File: src/rtl/note_recorder_pkg.sv
// Shared types and encodings for the note recorder: note codes, record
// field widths, the packed record layout consumed by the Sound driver,
// and the recorder state machine states.
package note_recorder_pkg;

    localparam int OCT_W  = 3;
    localparam int NOTE_W = 3;
    localparam int LEN_W  = 4;
    localparam int REC_W  = OCT_W + NOTE_W + LEN_W;

    localparam logic [LEN_W-1:0] LEN_MAX = 4'd15;

    typedef enum logic [NOTE_W-1:0] {
        NOTE_REST = 3'd0,
        NOTE_DO   = 3'd1,
        NOTE_RE   = 3'd2,
        NOTE_MI   = 3'd3,
        NOTE_FA   = 3'd4,
        NOTE_SOL  = 3'd5,
        NOTE_LA   = 3'd6,
        NOTE_SI   = 3'd7
    } note_e;

    typedef struct packed {
        logic [OCT_W-1:0]  octave;
        logic [NOTE_W-1:0] note;
        logic [LEN_W-1:0]  length;
    } rec_t;

    typedef enum logic [2:0] {
        S_IDLE  = 3'd0,
        S_ARMED = 3'd1,
        S_NOTE  = 3'd2,
        S_REST  = 3'd3,
        S_FULL  = 3'd4
    } state_e;

    // Lowest set key wins; no key pressed decodes to the rest code.
    function automatic logic [NOTE_W-1:0] decode_key(input logic [6:0] keys);
        logic [NOTE_W-1:0] n;
        n = NOTE_REST;
        for (int i = 6; i >= 0; i--) begin
            if (keys[i]) n = NOTE_W'(i + 1);
        end
        return n;
    endfunction

    // One-hot LED pattern for a note code; the rest code lights nothing.
    function automatic logic [6:0] note_onehot(input logic [NOTE_W-1:0] n);
        logic [6:0] oh;
        oh = '0;
        if (n != NOTE_REST) oh = 7'd1 << (n - 3'd1);
        return oh;
    endfunction

endpackage

File: src/rtl/note_recorder_tempo_tick.sv
// Tempo prescaler: counts clk cycles and strobes tick once every
// TICK_CYCLES cycles. restart zeroes the count so a new segment starts
// a fresh tick period on its opening edge.
module tempo_tick #(
    parameter int TICK_CYCLES = 6250000
) (
    input  logic clk,
    input  logic rst_n,
    input  logic restart,
    output logic tick
);

    localparam int PW = (TICK_CYCLES > 2) ? $clog2(TICK_CYCLES) : 1;
    localparam logic [PW-1:0] PRESC_LAST = PW'(TICK_CYCLES - 1);

    logic [PW-1:0] presc;

    // The tick of the final count belongs to whatever segment is closing,
    // so it is not suppressed by a simultaneous restart.
    assign tick = (presc == PRESC_LAST);

    // Free-running prescaler, wrapped on the last count or restarted.
    always_ff @(posedge clk or negedge rst_n) begin
        if (!rst_n) begin
            presc <= '0;
        end else if (restart || tick) begin
            presc <= '0;
        end else begin
            presc <= presc + PW'(1);
        end
    end

endmodule

File: src/rtl/note_recorder.sv
// Note recorder: samples the note keys and octave while rec_en is high,
// times every held note or rest in tempo ticks, packs each segment into a
// {octave, note, length} record and stores it in a buffer that the
// playback path reads back through a registered port.
module note_recorder
    import note_recorder_pkg::*;
#(
    parameter int TICK_CYCLES = 6250000,
    parameter int DEPTH       = 64,
    parameter int AW          = 6
) (
    input  logic               clk,
    input  logic               rst_n,
    input  logic               rec_en,
    input  logic [6:0]         key,
    input  logic [2:0]         octave,
    input  logic [AW-1:0]      rd_addr,
    output logic [REC_W-1:0]   rd_data,
    output logic [AW:0]        song_len,
    output logic               recording,
    output logic               full,
    output logic               overflow,
    output logic [6:0]         led,
    output logic [2:0]         cur_octave,
    output logic [2:0]         cur_note
);

    localparam logic [AW:0] LEN_LAST  = (AW+1)'(DEPTH - 1);
    localparam logic [AW:0] LEN_DEPTH = (AW+1)'(DEPTH);

    state_e            state, state_n;
    logic [NOTE_W-1:0] seg_note, seg_note_n, dec_note;
    logic [OCT_W-1:0]  seg_oct, seg_oct_n;
    logic [LEN_W-1:0]  seg_len, seg_len_n, len_next;
    logic [AW:0]       song_len_n;
    logic              ovf, ovf_n;
    logic              tick, restart, wr_en, changed, sat, at_last;
    rec_t              wr_rec;
    rec_t              mem [DEPTH];
    rec_t              rd_q;

    // A record never has zero length: a segment shorter than one tick
    // still counts as one unit.
    function automatic logic [LEN_W-1:0] clamp_len(input logic [LEN_W-1:0] len);
        return (len == '0) ? LEN_W'(1) : len;
    endfunction

    tempo_tick #(
        .TICK_CYCLES (TICK_CYCLES)
    ) u_tick (
        .clk     (clk),
        .rst_n   (rst_n),
        .restart (restart),
        .tick    (tick)
    );

    assign dec_note = decode_key(key);
    assign changed  = (dec_note != seg_note) || (octave != seg_oct);
    assign len_next = seg_len + {{(LEN_W-1){1'b0}}, tick};
    assign sat      = tick && (seg_len == LEN_MAX - LEN_W'(1));
    assign at_last  = (song_len == LEN_LAST);

    // Next-state, segment bookkeeping and record write control.
    always_comb begin
        state_n    = state;
        seg_note_n = seg_note;
        seg_oct_n  = seg_oct;
        seg_len_n  = len_next;
        song_len_n = song_len;
        ovf_n      = ovf;
        restart    = 1'b0;
        wr_en      = 1'b0;
        wr_rec     = '{octave: seg_oct, note: seg_note, length: clamp_len(len_next)};

        unique case (state)
            S_IDLE: begin
                if (rec_en) begin
                    song_len_n = '0;
                    ovf_n      = 1'b0;
                    state_n    = S_ARMED;
                end
            end

            S_ARMED: begin
                if (!rec_en) begin
                    state_n = S_IDLE;
                end else if (dec_note != NOTE_REST) begin
                    seg_note_n = dec_note;
                    seg_oct_n  = octave;
                    seg_len_n  = '0;
                    restart    = 1'b1;
                    state_n    = S_NOTE;
                end
            end

            S_NOTE, S_REST: begin
                if (!rec_en) begin
                    // A trailing rest carries no information and is dropped.
                    wr_en   = (state == S_NOTE);
                    state_n = S_IDLE;
                end else if (changed) begin
                    wr_en      = 1'b1;
                    seg_note_n = dec_note;
                    seg_oct_n  = octave;
                    seg_len_n  = '0;
                    restart    = 1'b1;
                    if (at_last)
                        state_n = S_FULL;
                    else
                        state_n = (dec_note == NOTE_REST) ? S_REST : S_NOTE;
                end else if (sat) begin
                    wr_en     = 1'b1;
                    wr_rec    = '{octave: seg_oct, note: seg_note, length: LEN_MAX};
                    seg_len_n = '0;
                    if (at_last) state_n = S_FULL;
                end
            end

            S_FULL: begin
                // Segments are still tracked so that every record that
                // would have been written is flagged as lost.
                if (!rec_en) begin
                    state_n = S_IDLE;
                end else if (changed) begin
                    ovf_n      = 1'b1;
                    seg_note_n = dec_note;
                    seg_oct_n  = octave;
                    seg_len_n  = '0;
                    restart    = 1'b1;
                end else if (sat) begin
                    ovf_n     = 1'b1;
                    seg_len_n = '0;
                end
            end

            default: begin
                state_n = S_IDLE;
            end
        endcase

        if (wr_en) song_len_n = song_len + (AW+1)'(1);
    end

    // Control and segment registers.
    always_ff @(posedge clk or negedge rst_n) begin
        if (!rst_n) begin
            state    <= S_IDLE;
            seg_note <= '0;
            seg_oct  <= '0;
            seg_len  <= '0;
            song_len <= '0;
            ovf      <= 1'b0;
        end else begin
            state    <= state_n;
            seg_note <= seg_note_n;
            seg_oct  <= seg_oct_n;
            seg_len  <= seg_len_n;
            song_len <= song_len_n;
            ovf      <= ovf_n;
        end
    end

    // Record buffer write port, addressed by the current record count.
    always_ff @(posedge clk) begin
        if (wr_en) mem[song_len[AW-1:0]] <= wr_rec;
    end

    // Registered playback read port.
    always_ff @(posedge clk or negedge rst_n) begin
        if (!rst_n) rd_q <= '0;
        else        rd_q <= mem[rd_addr];
    end

    assign rd_data    = rd_q;
    assign overflow   = ovf;
    assign full       = (song_len == LEN_DEPTH);
    assign recording  = (state == S_ARMED) || (state == S_NOTE) || (state == S_REST);
    assign led        = (state == S_NOTE) ? note_onehot(seg_note) : '0;
    assign cur_note   = (state == S_NOTE) ? seg_note : '0;
    assign cur_octave = (state == S_NOTE) ? seg_oct  : '0;

endmodule

File: config.mk
export PLATFORM = sky130hd
export DESIGN_NAME = note_recorder
export DESIGN_NICKNAME = d
export VERILOG_FILES = /design/src/rtl/note_recorder_pkg.sv /design/src/rtl/note_recorder_tempo_tick.sv /design/src/rtl/note_recorder.sv
export SDC_FILE = /design/constraint.sdc
export NUM_CORES = 1
export LEC_CHECK = 0
export CAP_MARGIN = 5
export CORE_AREA = 5 5 242 244
export CTS_CLUSTER_DIAMETER = 150
export DETAILED_ROUTE_END_ITERATION = 10
export DIE_AREA = 0 0 247 249
export PLACE_DENSITY_LB_ADDON = 0.1
export SLEW_MARGIN = 25
export SYNTH_ARGS = -nofsm -noshare
export SYNTH_HDL_FRONTEND = slang
export SYNTH_HIERARCHICAL = 1
export SYNTH_SLANG_ARGS = --single-unit
File: constraint.sdc
create_clock -name clk -period 4.3 [get_ports clk]
set_input_delay 1.075 -clock clk [delete_from_list [all_inputs] [get_ports clk]]
set_output_delay 1.075 -clock clk [all_outputs]
set_load 0.01 [all_outputs]
=== Yosys cells after proc, flatten, opt, wreduce, memory -nomap -nowiden ===
Memories as Yosys holds them, arrays and structs flattened. A register that Yosys moved wholly into a read port is not among the register bits.
Cells that the tools add are included.

* Bits in registers: 44
* RAM bits: 640
* Input bits: 19
* Output and inout port bits: 33
* Word-level logic and storage cells: 118
* Memories: 1

{| class="wikitable"
|+ Memory list
! memory !! words !! width !! read ports !! clocked after memory_dff !! write ports !! RTL line !! source
|-
| mem || 64 || 10 || 1 || 1 || 1 || note_recorder.sv:39 || <nowiki>rec_t mem [DEPTH];</nowiki>
|}

* $add $sub $neg: 4
* Equal/unequal tests: 21
* Shift-type cells: 1
* Muxes and demuxes: 63
* Reductions and logical operators: 21

{| class="wikitable"
|+ Operators by type and width
! cell !! count
|-
| $mux 3 || 26
|-
| $mux 4 || 10
|-
| $mux 7 || 5
|-
| $add 23x1->23 const B || 1
|-
| $eq 23x23->1 const B || 1
|-
| $mux 23 || 1
|-
| $mux 1 || 15
|-
| $pmux 3 s2 || 2
|-
| $pmux 3 s4 || 1
|-
| $ne 2x2->1 const B || 5
|-
| $reduce_and 5->1 || 2
|-
| $ne 4x4->1 const B || 2
|-
| $pmux 4 s2 || 1
|-
| $reduce_bool 2->1 || 4
|-
| $add 7x1->7 const B || 1
|-
| $eq 7x6->1 const B || 1
|-
| $eq 7x7->1 const B || 1
|-
| $shl 1x3->7 const A || 1
|-
| $eq 3x2->1 const B || 2
|-
| $logic_not 3->1 || 2
|-
| $ne 3x3->1 || 2
|-
| $ne 3x3->1 const B || 2
|-
| $reduce_bool 3->1 || 2
|-
| $add 4x1->4 || 1
|-
| other kinds (14) || 19
|}

=== Depth between registers and ports, before layout ===
Gate-level depths: netlist of the first run.

* Depth after elaboration: 14
* Mapped depth: 11

=== Cells and area by module ===
Netlist of the first run, hierarchy kept.

{| class="wikitable"
|+ Modules (own cells, without submodules)
! module !! instances !! cells an instance !! area each (µm²) !! sequential area each (µm²)
|-
| note_recorder || 1 || 1339 || 26520.4 || 19994.2
|-
| tempo_tick || 1 || 126 || 1199.9 || 575.6
|}

=== Least setup slack after synthesis of the first run ===
Ideal clock, no wire load.

* Path type: input to register
* Start point: input port key[5]
* End point: memory mem[0][1] (netlist name) (data pin)
* Setup time: 356 ps
* Data arrival time: 3248 ps
* Slack: 696 ps
* Cell stages on the path: 7
* Path through: nor4_1 a21oi_1 o21ai_1 o211ai_1 buf_4 or3_1 nand2_1

{| class="wikitable"
|+ RTL lines
! item !! RTL line !! source
|-
| start, declared || note_recorder.sv:15 || <nowiki>input logic [6:0] key,</nowiki>
|-
| end, declared || note_recorder.sv:39 ||
|}

=== Worst setup path in the final report of the first run ===
* Start point: register u_tick.presc[7]
* End point: memory mem[0][7] (netlist name), enable pin

* Longest elaborated chain between the ends: 8

{| class="wikitable"
|+ RTL lines
! item !! RTL line !! source
|-
| start, declared || note_recorder_tempo_tick.sv:16 || <nowiki>logic [PW-1:0] presc;</nowiki>
|-
| start signal, assigned || note_recorder_tempo_tick.sv:29 || <nowiki>presc <= presc + PW'(1);</nowiki>
|-
| $eq 23x23->1 || note_recorder_tempo_tick.sv:20 || <nowiki>assign tick = (presc == PRESC_LAST);</nowiki>
|-
| named net tick || note_recorder.sv:37 || <nowiki>logic tick, restart, wr_en, changed, sat, at_last;</nowiki>
|-
| $logic_and 1x1->1 || note_recorder.sv:60 || <nowiki>assign sat = tick && (seg_len == LEN_MAX - LEN_W'(1));</nowiki>
|-
| $mux 1 || note_recorder.sv:111 || <nowiki>end else if (sat) begin</nowiki>
|-
| $mux 1 || note_recorder.sv:101 || <nowiki>end else if (changed) begin</nowiki>
|-
| $mux 1 || note_recorder.sv:97 || <nowiki>if (!rec_en) begin</nowiki>
|-
| $mux 1 || note_recorder.sv:75 || <nowiki>unique case (state)</nowiki>
|-
| $mux 1 || note_recorder.sv:165 || <nowiki>if (wr_en) mem[song_len[AW-1:0]] <= wr_rec;</nowiki>
|-
| $mux 1 (not written as such) || note_recorder.sv:165 ||
|}

The timed path passes the listed nets, and every way through them passes these cells.

==> results of run 1 <==
==> flip-flops by register name, indices dropped and copies added, names as in the netlist <==
name	count
seg_len	4
seg_oct	3
overflow	1
u_tick/presc	23
rd_data	10
mem	640
seg_note	3
song_len	7
state	3
==> layout make-up <==
type                            count  area share (%)
Multi-Input combinational cell    676           20.85
Clock buffer                       95           6.136
Clock inverter                     33          0.8599
Inverter                           24          0.2801
Sequential cell                   694           63.99
Tap cell                          756           2.941
Timing Repair Buffer              185           4.941
==> layer usage <==
layer / up-vias / track usage [%]
li1: 6340 / -
met1: 7597 / 32.08
met2: 441 / 33.92
met3: 62 / 3.691
met4: 0 / 5.277
met5: - / 0
==> power by group <==
part / total, mW / internal, mW / switching (mW) / leakage [nW]
registers: 7.96 / 7.80 / 0.161 / 6.50
clock network: 5.98 / 3.48 / 2.51 / 1.11
logic: 1.32 / 0.423 / 0.892 / 3.15
total: 15.3 / 11.7 / 3.56 / 10.8
==> logic make-up after synthesis <==
family,Yosys count
xor gates and xnor gates,20
AOI/OAI and AO/OA,175
DFF,694
muxes,210
adders and majority gates,6
buffers and inverters,95
and+or+nand+nor,265
==> timing repair <==
item                                   in CTS  in global routing
resized for setup                           0                  1
endpoints found under the hold margin       0                  0
setup endpoints to repair                   0                 47
==> cells in the final DEF (no fill, tap or decap), types with 14 or more instances in the layout <==
| cell | n |
|---|---|
| nand3_1 | 19 |
| buf_4 | 129 |
| nand2_1 | 31 |
| nor3_1 | 16 |
| a21oi_1 | 28 |
| clkbuf_16 | 76 |
| clkdlybuf4s50_1 | 47 |
| o21ai_0 | 27 |
| mux2i_1 | 71 |
| nor2_1 | 110 |
| nand2b_1 | 14 |
| a22oi_1 | 58 |
| inv_1 | 24 |
| clkbuf_1 | 19 |
| clkinv_2 | 15 |
| dfrtp_1 | 48 |
| edfxtp_1 | 640 |
| xnor2_1 | 14 |
| mux4_2 | 134 |
==> worst min-delay path: cells and delay by family (launching register included) <==
kind / cells / cell delay [ps]
flip-flops: 1 / 360
AO/OA/AOI/OAI: 1 / 70
AND/OR/NAND/NOR: 1 / 50
==> how the worst max path moves through the flow <==
stage / startpoint / end / slack (ps) / cells after the start
after floorplan: key[5] / mem[0][1] / 700 / 7
after global placement: u_tick/presc[7] / mem[8][7] / 220 / 11
after detailed placement: u_tick/presc[7] / mem[40][6] / 170 / 11
after CTS: u_tick/presc[7] / mem[40][3] / 160 / 11
after global routing: u_tick/presc[7] / mem[40][3] / 90 / 11
final: u_tick/presc[7] / mem[0][7] / 360 / 11
==> flow_summary.yaml, run 1 <==
outcome:
  outcome: "completed"
layout:
  fillers: 4230
  multi_input_area_um2: 6706
  drive_gt1_share_pct: 24.43
  fin_nets: 1678
  diodes: 0
  stdcell_count: 2463
  design_area_um2: 32160
  fin_util_pct: 57.36
  final-seq-area_um2: 20580
  synthToLayoutAreaGrowth_pct: 16.01
detailed_routing:
  met1Wirelength_um: 29090
  met2_length_um: 31460
  top_layer: "met4"
  vias: 14440
  ant_nets: 0
  drt-pass1-iter-count: 5
  via_per_inst: 5.863
  dr_wl_met3_um: 3890
  wl_per_cell_um: 26.62
  drc: 0
  drtIter0Drc: 1445
  wl_um: 65550
worst_setup_path:
  critPathTopFamily: "simple AND/OR/NAND/NOR gates"
  endpoint_kind: "register"
  arrival_ps: 4250
  critical-path-max-stage-delay_ps: 530
  r2r-start: "u_tick/presc[7]"
  r2r_slack_ps: 360
  cp.required_ps: 4610
  critical_path_buf_inv_count: 2
  crit_path_max_fanout: 8
  cp_slowest_cell: "or4b_1"
  r2r-end: "mem[0][7]"
  crit_chain: "or4b_1 -> nor4b_1 -> nand2_1 -> nor4_2 -> nand4_1 -> or2_2 -> nand2_1 -> buf_4 -> o2111ai_2 -> nor2_1 -> buf_4"
  startpoint_type: "register"
  critPathKind: "register to register"
  rr_worst_depth: 11
timing:
  setup_viol: 0
  hold_viol_final: 0
  max_slew_margin_pct: 38.42
  timing.final.max_slew_violations: 0
  worst_hold_slack_ps: 516.6
  period_needed_ps: 3943
  fmax_mhz: 253.6
  finalSetupTns_ps: 0
  fin_skew_ps: 32.49
  grt_setup_unrepaired: "no"
  tightest_slew_ps: 916.7
  fin_ws_ps: 357.0
  fin_crit_sh_pct: 91.70
cts:
  clk_pin_slew_ps: 60
  clock-root-buffer: "clkbuf_16"
  cts_setup_buffers: 0
  cts_sinks: 694
  cts_hold_buf: 0
  numCtsBuffers: 72
  cts_buffer_depth: 3
  tritoncts: "done"
  htree_num_levels: 3
  insertion_delay_ps: 610
synthesis:
  yosys_warnings: 6
  syn_nets: 1490
  ys_types: 68
  synth_area_per_cell_um2: 18.92
  async_flop_share_pct: 7.781
  synthCells: 1465
  synthSimpleGateAreaFrac_pct: 4.825
  synthAdderAreaFrac_pct: 0.2708
  synth_xor_area_share_pct: 0.6319
  yosys.area.top_type_share_pct: 69.33
  synth_top_family_by_area: "multiplexers"
  yosysMostFrequentCell: "edfxtp_1"
  synth_area_um2: 27720
  muxShareOfSynthArea_pct: 13.65
  synth_edf_count: 640
  synth_area_leader_cell: "edfxtp_1"
  synth_common_cells: "edfxtp_1, mux4_2, nor2_1"
  synthTopCellsByArea: "edfxtp_1, mux4_2, dfrtp_1"
  synth_compound_area_share_pct: 4.744
  ys_ff_latch: 694
  ys.flop_type: "edfxtp_1"
  yosysSeqAreaShare_pct: 74.20
floorplan:
  die_y_um: 249
  io_pins: 52
  row_count: 87
  die_w_um: 247
  initial_core_util_pct: 49.45
  core-area_um2: 56060
  fp.dieArea_um2: 61500
global_route:
  grt_max_degree: 67
  antenna_found_initial: 0
  grt-ovfl-total: 0
  grt_pass1_wl_um: 98400
  grt_usage_pct: 21.60
  grt_pass1_vias: 14810
pwr:
  p_leak_nw: 10.76
  total_power_mw: 15.25
  ir_worst_vdd_uv: 440.3
  power_density_nw_per_um2: 474.3
min_path:
  hold_end: "overflow"
  min-delay-start: "overflow"
  hold_path_class: "register to register"
  whs_path_depth: 2
placement:
  gp_congestion: 0.8221
  dp.cells: 2335
  dp_slack_ps: 169.1
  placed_area_um2: 29900
  io_buffers: 51
  dpl.hpwl_um: 41530
flow_run:
  drv_cap: 0
No activity file was read; power rests on OpenSTA's default activity.
==> run 2: changes to the inputs <==
==> constraint.sdc (replaced) <==
create_clock -name clk -period 4.3 [get_ports clk]
set_input_delay 1.075 -clock clk [delete_from_list [all_inputs] [get_ports clk]]
set_output_delay 1.075 -clock clk [all_outputs]
set_load 0.02 [all_outputs]
==> run 2 against run 1 <==
Clock skew decreased by 4.8 ps. Register-to-register slack improved by 100 ps. Wire length increased by 0.44%. Maximum frequency increased by 2.3%. Critical path depth decreased by 7. Sequential cell count unchanged. Sequential share of layout area increased by 0.12 points. Clock-buffer cell count decreased by 5. Critical path type is now register to primary output. Critical endpoint is now led[4].
==> flow_summary.yaml, run 2 (synthesized netlist as in run 1, its figures left out) <==
cts:
  cts_hold_buf: 0
  htree_num_levels: 3
  cts_setup_buffers: 0
  cts_sinks: 694
  cts_buffer_depth: 3
  clock-root-buffer: "clkbuf_16"
  numCtsBuffers: 72
  clk_pin_slew_ps: 60
  insertion_delay_ps: 620
  cts_resized: 0
  tritoncts: "done"
timing:
  finalSetupTns_ps: 0
  tightest_slew_ps: 1002
  fin_crit_sh_pct: 89.65
  setup_viol: 0
  timing.final.max_slew_violations: 0
  hold_viol_final: 0
  fin_skew_ps: 27.67
  period_needed_ps: 3855
  fmax_mhz: 259.4
  grt_setup_unrepaired: "no"
  max_slew_margin_pct: 33.07
pwr:
  ir_worst_vdd_uv: 376.6
  p_switching_mw: 3.635
  clock_power_share_pct: 38.8
  power_density_nw_per_um2: 472.9
  pwr-share-comb_pct: 8.7
  p_leak_nw: 10.73
  p_seq_share_pct: 52.5
  p_int_mw: 11.55
  swShare_pct: 23.94
layout:
  fin_util_pct: 57.26
  largest_register_ffs: 640
  drive_gt1_share_pct: 24.41
  diodes: 0
  layout_common_cells: "edfxtp_1, mux4_2, buf_4"
  fillers: 4227
  fin_nets: 1672
  final_common_cell: "edfxtp_1"
  synthToLayoutAreaGrowth_pct: 15.79
placement:
  gp_congestion: 0.7989
  io_buffers: 51
  dpl.hpwl_um: 41870
global_route:
  grt_max_degree: 67
  antenna_found_initial: 1
  grt_usage_pct: 21.84
  grt-ovfl-total: 0
  grt_pass1_wl_um: 99650
  grt_pass1_vias: 14877
worst_setup_path:
  startpoint_type: "register"
  crit_path_max_fanout: 32
  endpoint_kind: "primary output"
  critPathKind: "register to primary output"
  arrival_ps: 2780
  cp.required_ps: 3220
min_path:
  hold_path_class: "primary input to asynchronous set/reset pin"
detailed_routing:
  drtIter0Drc: 1356
  vias: 14466
  wl_per_cell_um: 26.77
  drt-pass1-iter-count: 5
  wl_um: 65840
  ant_nets: 0
  via_per_inst: 5.880
  drc: 0
outcome:
  outcome: "completed"
floorplan:
  io_pins: 52
  fp.dieArea_um2: 61500
  row_count: 87
  die_y_um: 249
  initial_core_util_pct: 49.45
  core-area_um2: 56060
  die_w_um: 247
flow_run:
  drv_cap: 0
## run 2: per-stage QoR
stage	hold slack (ps)	worst slack [ps]	instances	cell area [µm²]	power [mW]
3_3_place_gp	486.8	371.4	2329	29880	9.430
5_1_grt	526.0	47.58	2460	32100	15.71
6_report	484.2	444.9	2460	32100	15.18
3_5_place_dp	497.2	290.1	2329	29880	9.460
2_1_floorplan	466.2	696.0	1465	27720	8.791
4_1_cts	487.8	336.5	2460	32100	15.32
## run 2: final cells by class
class                      count  area [µm²]  share of cell area, %
tap                          756       945.9                  2.947
timing repair buffer         179        1569                  4.888
inverter                      24       90.09                 0.2807
sequential                   694       20580                  64.11
multi-input combinational    676        6700                  20.87
clock buffer                  90        1889                  5.886
clock inverter                41       326.6                  1.017
## run 2: path summary, 6_finish.rpt
check | start | endpoint | slack (ps) | cells after the start
max | seg_note[1] | led[4] | 440 | 4
min in group clk | u_tick/presc[0] | u_tick/presc[0] | 510 | 1
max in group asynchronous | rst_n | seg_oct[1] | 2840 | 2
min | rst_n | seg_oct[2] | 480 | 1
min reg2reg | u_tick/presc[0] | u_tick/presc[0] | 510 | 1
max reg2reg | u_tick/presc[7] | mem[32][3] | 460 | 11
## run 2: per-layer routing
metal / up-vias / wire length [µm] / global-route usage, %
met5: - / 0 / 0
met4: 0 / 1441 / 5.946
met3: 75 / 3663 / 3.648
met2: 417 / 31670 / 33.85
met1: 7645 / 29070 / 32.63
li1: 6329 / - / -
## run 2: power by group through the flow
stage / sequential (mW) / clock, mW / combinational [mW]
after floorplan: 8.20 / 0 / 0.588
after global placement: 8.10 / 0 / 1.33
after detailed placement: 8.11 / 0 / 1.35
after CTS: 7.97 / 6.00 / 1.35
after global routing: 7.98 / 6.29 / 1.44
final: 7.97 / 5.89 / 1.33
## run 2: critical path, cell delays in order (launching register included)
cell and delay [ps]:
dfrtp_2 830, nor2_1 90, ha_1 390, nor3b_1 200, clkdlybuf4s50_1 660
==> patch 1: new RTL, config.mk and constraints of run 1 <==
Reset style: synchronous (`rst_n`), changed in 3 clocked blocks.
--- a/src/rtl/note_recorder_tempo_tick.sv
+++ b/src/rtl/note_recorder_tempo_tick.sv
@@ -20,7 +20,7 @@
     assign tick = (presc == PRESC_LAST);
 
     // Free-running prescaler, wrapped on the last count or restarted.
-    always_ff @(posedge clk or negedge rst_n) begin
+    always_ff @(posedge clk) begin
         if (!rst_n) begin
             presc <= '0;
         end else if (restart || tick) begin
--- a/src/rtl/note_recorder.sv
+++ b/src/rtl/note_recorder.sv
@@ -142,7 +142,7 @@
     end
 
     // Control and segment registers.
-    always_ff @(posedge clk or negedge rst_n) begin
+    always_ff @(posedge clk) begin
         if (!rst_n) begin
             state    <= S_IDLE;
             seg_note <= '0;
@@ -166,7 +166,7 @@
     end
 
     // Registered playback read port.
-    always_ff @(posedge clk or negedge rst_n) begin
+    always_ff @(posedge clk) begin
         if (!rst_n) rd_q <= '0;
         else        rd_q <= mem[rd_addr];
     end
Function: differs if rst_n is asserted again (counterexample within 4 cycles, from zero or initial values and one cycle with rst_n low); with rst_n held inactive, the same outputs for 4 cycles.
==> patch 1 against run 1 <==
Global-route usage fell by 0.57 points. Sequential cell count did not move. Sequential power fell by 7.7%. Register-to-register slack improved by 0.07 ns. Worst setup slack improved by 0.0033 ns. Wire length fell by 2.0%. Final area fell by 0.27%. Synthesized cell count fell by 4.6%. Power fell by 7.5%. Synthesized area fell by 0.53%. Hold slack got worse by 0.056 ns. Die area did not move. Highest routed layer unchanged.
==> patch 1: results (changes against run 1) <==
yosys:
  netlist_top_cells_area: "edfxtp_1 (70%), mux4_2 (14%), dfxtp_1 (3.9%)"
finish:
  drive_gt1_frac: 0.276  # +0.0315
  multi_input_area_share: 0.218  # +0.00992
  fin_nets: 1569  # -6.5%
  num-multi-input-gates: 610  # -9.8%
  buffers: 151  # -18%
  fin_util: 0.572  # -0.00154
  clock_buffers: 86  # -9.5%
outcome:
  status: "finished clean"
detailed_routing:
  vias: 14100  # -2.6%
  drtIter0Drc: 1150  # -20%
  drt-met1-wl_um: 28800  # -0.91%
  viasPerCell: 5.97  # +1.9%
power:
  ir_drop_mv: 0.282  # -36%
  p_int_mw: 11.2  # -4.1%
place:
  placed_area_mm2: 0.0298  # -0.48%
  pre_cts_ws_ns: 0.0189  # -0.150 ns
  dp_cells: 2226  # -4.7%
  dpl.hpwl_um: 40200  # -3.1%
grt:
  met2_usage: 0.321  # -0.0187
  grt_use_met3: 0.0407  # +0.00376
  antenna_found_initial: 1  # +1
  grt_pass1_wl_um: 95200  # -3.2%
timing:
  worst_clock_skew_ns: 0.0198  # -0.0127 ns
critical_path:
  crit_type: "reg -> out"
  crit_arrival_ns: 2.86  # -1.39 ns
patch 1: cell count changes in the layout (fill, tap and decap cells not counted), sizes merged, moves of 11 or more:
cell and change:
a22oi -34, buf -34, dfrtp -54, dfxtp +54
mux2i -15, mux4 +39, nor2 -40, nor4 +26
xnor2 -11
patch 1: cell families (layout without fill, tap and decap cells):
kind of cell | count (synthesis) | count (layout) | share of synthesized area
flops | 694 | 694 | 0.736
simple gates | 246 | 246 | 0.0474
mux | 229 | 229 | 0.162
compound gates | 112 | 112 | 0.0287
buf+inv | 94 | 295 | 0.0179
xor+xnor | 17 | 17 | 0.00540
fa+ha+maj | 6 | 6 | 0.00272
other cells | 0 | 1 | 0
patch 1: final timing paths:
check	endpoint	slack, ns	depth (start not counted)
worst max-delay path	full	0.36	3
worst min-delay path	u_tick/presc[0]$_SDFF_PP0_	0.46	1
worst max register to register	mem[7][4]$_DFFE_PP_	0.43	10
worst min register to register	u_tick/presc[0]$_SDFF_PP0_	0.46	1
==> patch 2: new RTL, config.mk and constraints of run 1 <==
Made on the original files. The package constant `LEN_MAX` goes from 4'd15 to 4'd14.
--- a/src/rtl/note_recorder_pkg.sv
+++ b/src/rtl/note_recorder_pkg.sv
@@ -8,7 +8,7 @@
     localparam int LEN_W  = 4;
     localparam int REC_W  = OCT_W + NOTE_W + LEN_W;
 
-    localparam logic [LEN_W-1:0] LEN_MAX = 4'd15;
+    localparam logic [LEN_W-1:0] LEN_MAX = 4'd14;
 
     typedef enum logic [NOTE_W-1:0] {
         NOTE_REST = 3'd0,
Formal check against the unedited RTL: no difference found for any inputs over 4 cycles, from zero or initial values and one cycle with rst_n low; that may be too few to reach the edited logic, so the function may still have changed.
==> patch 2 against run 1 <==
Count of clock-buffer cells in the layout shrank 1. Wire length shrank 0.55%. Die area is the same. Clock power grew 6.7%. Highest routed layer unchanged. Critical path depth is the same. Largest power group unchanged. Utilization grew 0.065 points. Sequential share of layout area shrank 0.072 points. Worst setup slack lost 0.28 ns. Final cell count shrank 3.9%. Critical path type unchanged. Critical endpoint is now mem[58][8]$_DFFE_PP_. Sequential cell count is the same. Synthesized area is essentially flat. Final area grew 0.11%. Power grew 3.7%. First-iteration DRC count grew 9.5%.
==> patch 2: results (changes against run 1) <==
outcome:
  status: "finished clean"
finish:
  drive_gt1_frac: 0.251  # +0.00695
  antenna_cells: 0  # unchanged
  fin_nets: 1581  # -5.8%
  nFillCells: 4162  # -1.6%
  multi_input_area_mm2: 0.00700  # +4.4%
grt:
  grt_pass1_vias: 14400  # -2.8%
  antenna_found_initial: 2  # +2
  grt_use_met3: 0.0458  # +0.00891
  grt_pass1_wl_um: 96900  # -1.5%
  met1_usage: 0.313  # -0.00800
  track_usage: 0.213  # -0.00284
  met2_usage: 0.331  # -0.00827
hold_path:
  whs_endpoint: "u_tick/presc[0]$_DFF_PN0_"
  whs_path_depth: 1  # -1
  hp-start: "u_tick/presc[0]$_DFF_PN0_"
detailed_routing:
  dr.pass1.iters: 5  # unchanged
  met3RoutedLength_um: 4480  # +15%
  vias: 14200  # -1.7%
  drt-met1-wl_um: 28100  # -3.3%
  finalWirelength_um: 65200  # -0.55%
  dr_wl_met2_um: 31500  # about the same
  drtIter0Drc: 1582  # +9.5%
  wl_per_cell_um: 27.5  # +3.4%
yosys:
  ys_seq_area_frac: 0.742  # about the same
  ys_top_cells_by_count: "edfxtp_1 (640), mux4_2 (142), nor2_1 (118)"
  syn_avg_cell_area_um2: 19.4  # +2.6%
  ys_types: 71  # +4.4%
  synth_nets: 1453  # -2.5%
  netlist_top_cells_area: "edfxtp_1 (69%), mux4_2 (12%), dfrtp_1 (4.9%)"
critical_path:
  crit_end: "mem[58][8]$_DFFE_PP_"
  path_max_fanout: 10  # +2
  cpPeakStageDelay_ns: 0.72  # +0.19 ns
  crit_arrival_ns: 4.45  # +0.20 ns
  slowest_stage: "nor2_1"
power:
  ir_drop_mv: 0.354  # -20%
  leakagePower_nw: 10.4  # -3.4%
place:
  dpl.hpwl_um: 40500  # -2.5%
  gp_congestion: 0.803  # -2.3%
  dp_cells: 2238  # -4.2%
  pre_cts_ws_ns: -0.131  # -0.300 ns
  placed_area_mm2: 0.0295  # -1.5%
clock_network:
  cts-resized-gates: 15  # +15
timing:
  tightestPinTransition_ns: 1.05  # +0.130 ns
  hold_ws_ns: 0.512  # -0.00473 ns
  setup_ws_ns: 0.0760  # -0.281 ns
  worst_clock_skew_ns: 0.0259  # -0.00663 ns
==> patch 2: changes by cell type in the layout (fill, tap and decap cells not counted), sizes merged, moves of 9 or more <==
cell | before | now
a22o | 2 | 16
nor2b | 7 | 16
a22oi | 58 | 0
mux2i | 71 | 30
mux4 | 134 | 157
buf | 137 | 74
o22ai | 1 | 11
==> patch 2: power by group <==
group	leakage [nW]	internal (mW)	switching, mW
clock	1.19	3.84	2.54
sequential	6.50	7.81	0.148
combinational	2.71	0.452	1.03
==> patch 2: cell families after synthesis <==
logic type / Yosys count / share of synthesized area
compound gates: 142 / 0.0372
buf+inv: 91 / 0.0180
xor+xnor: 20 / 0.00632
mux: 191 / 0.142
simple gates: 284 / 0.0517
flops: 694 / 0.742
fa+ha+maj: 6 / 0.00271
==> patch 2: final cells by class <==
class	instances	area share
Sequential cell	694	0.639
Multi-Input combinational cell	643	0.217
Clock buffer	94	0.0625
Timing Repair Buffer	122	0.0361
Tap cell	756	0.0294
Clock inverter	36	0.0127
Inverter	23	0.00268
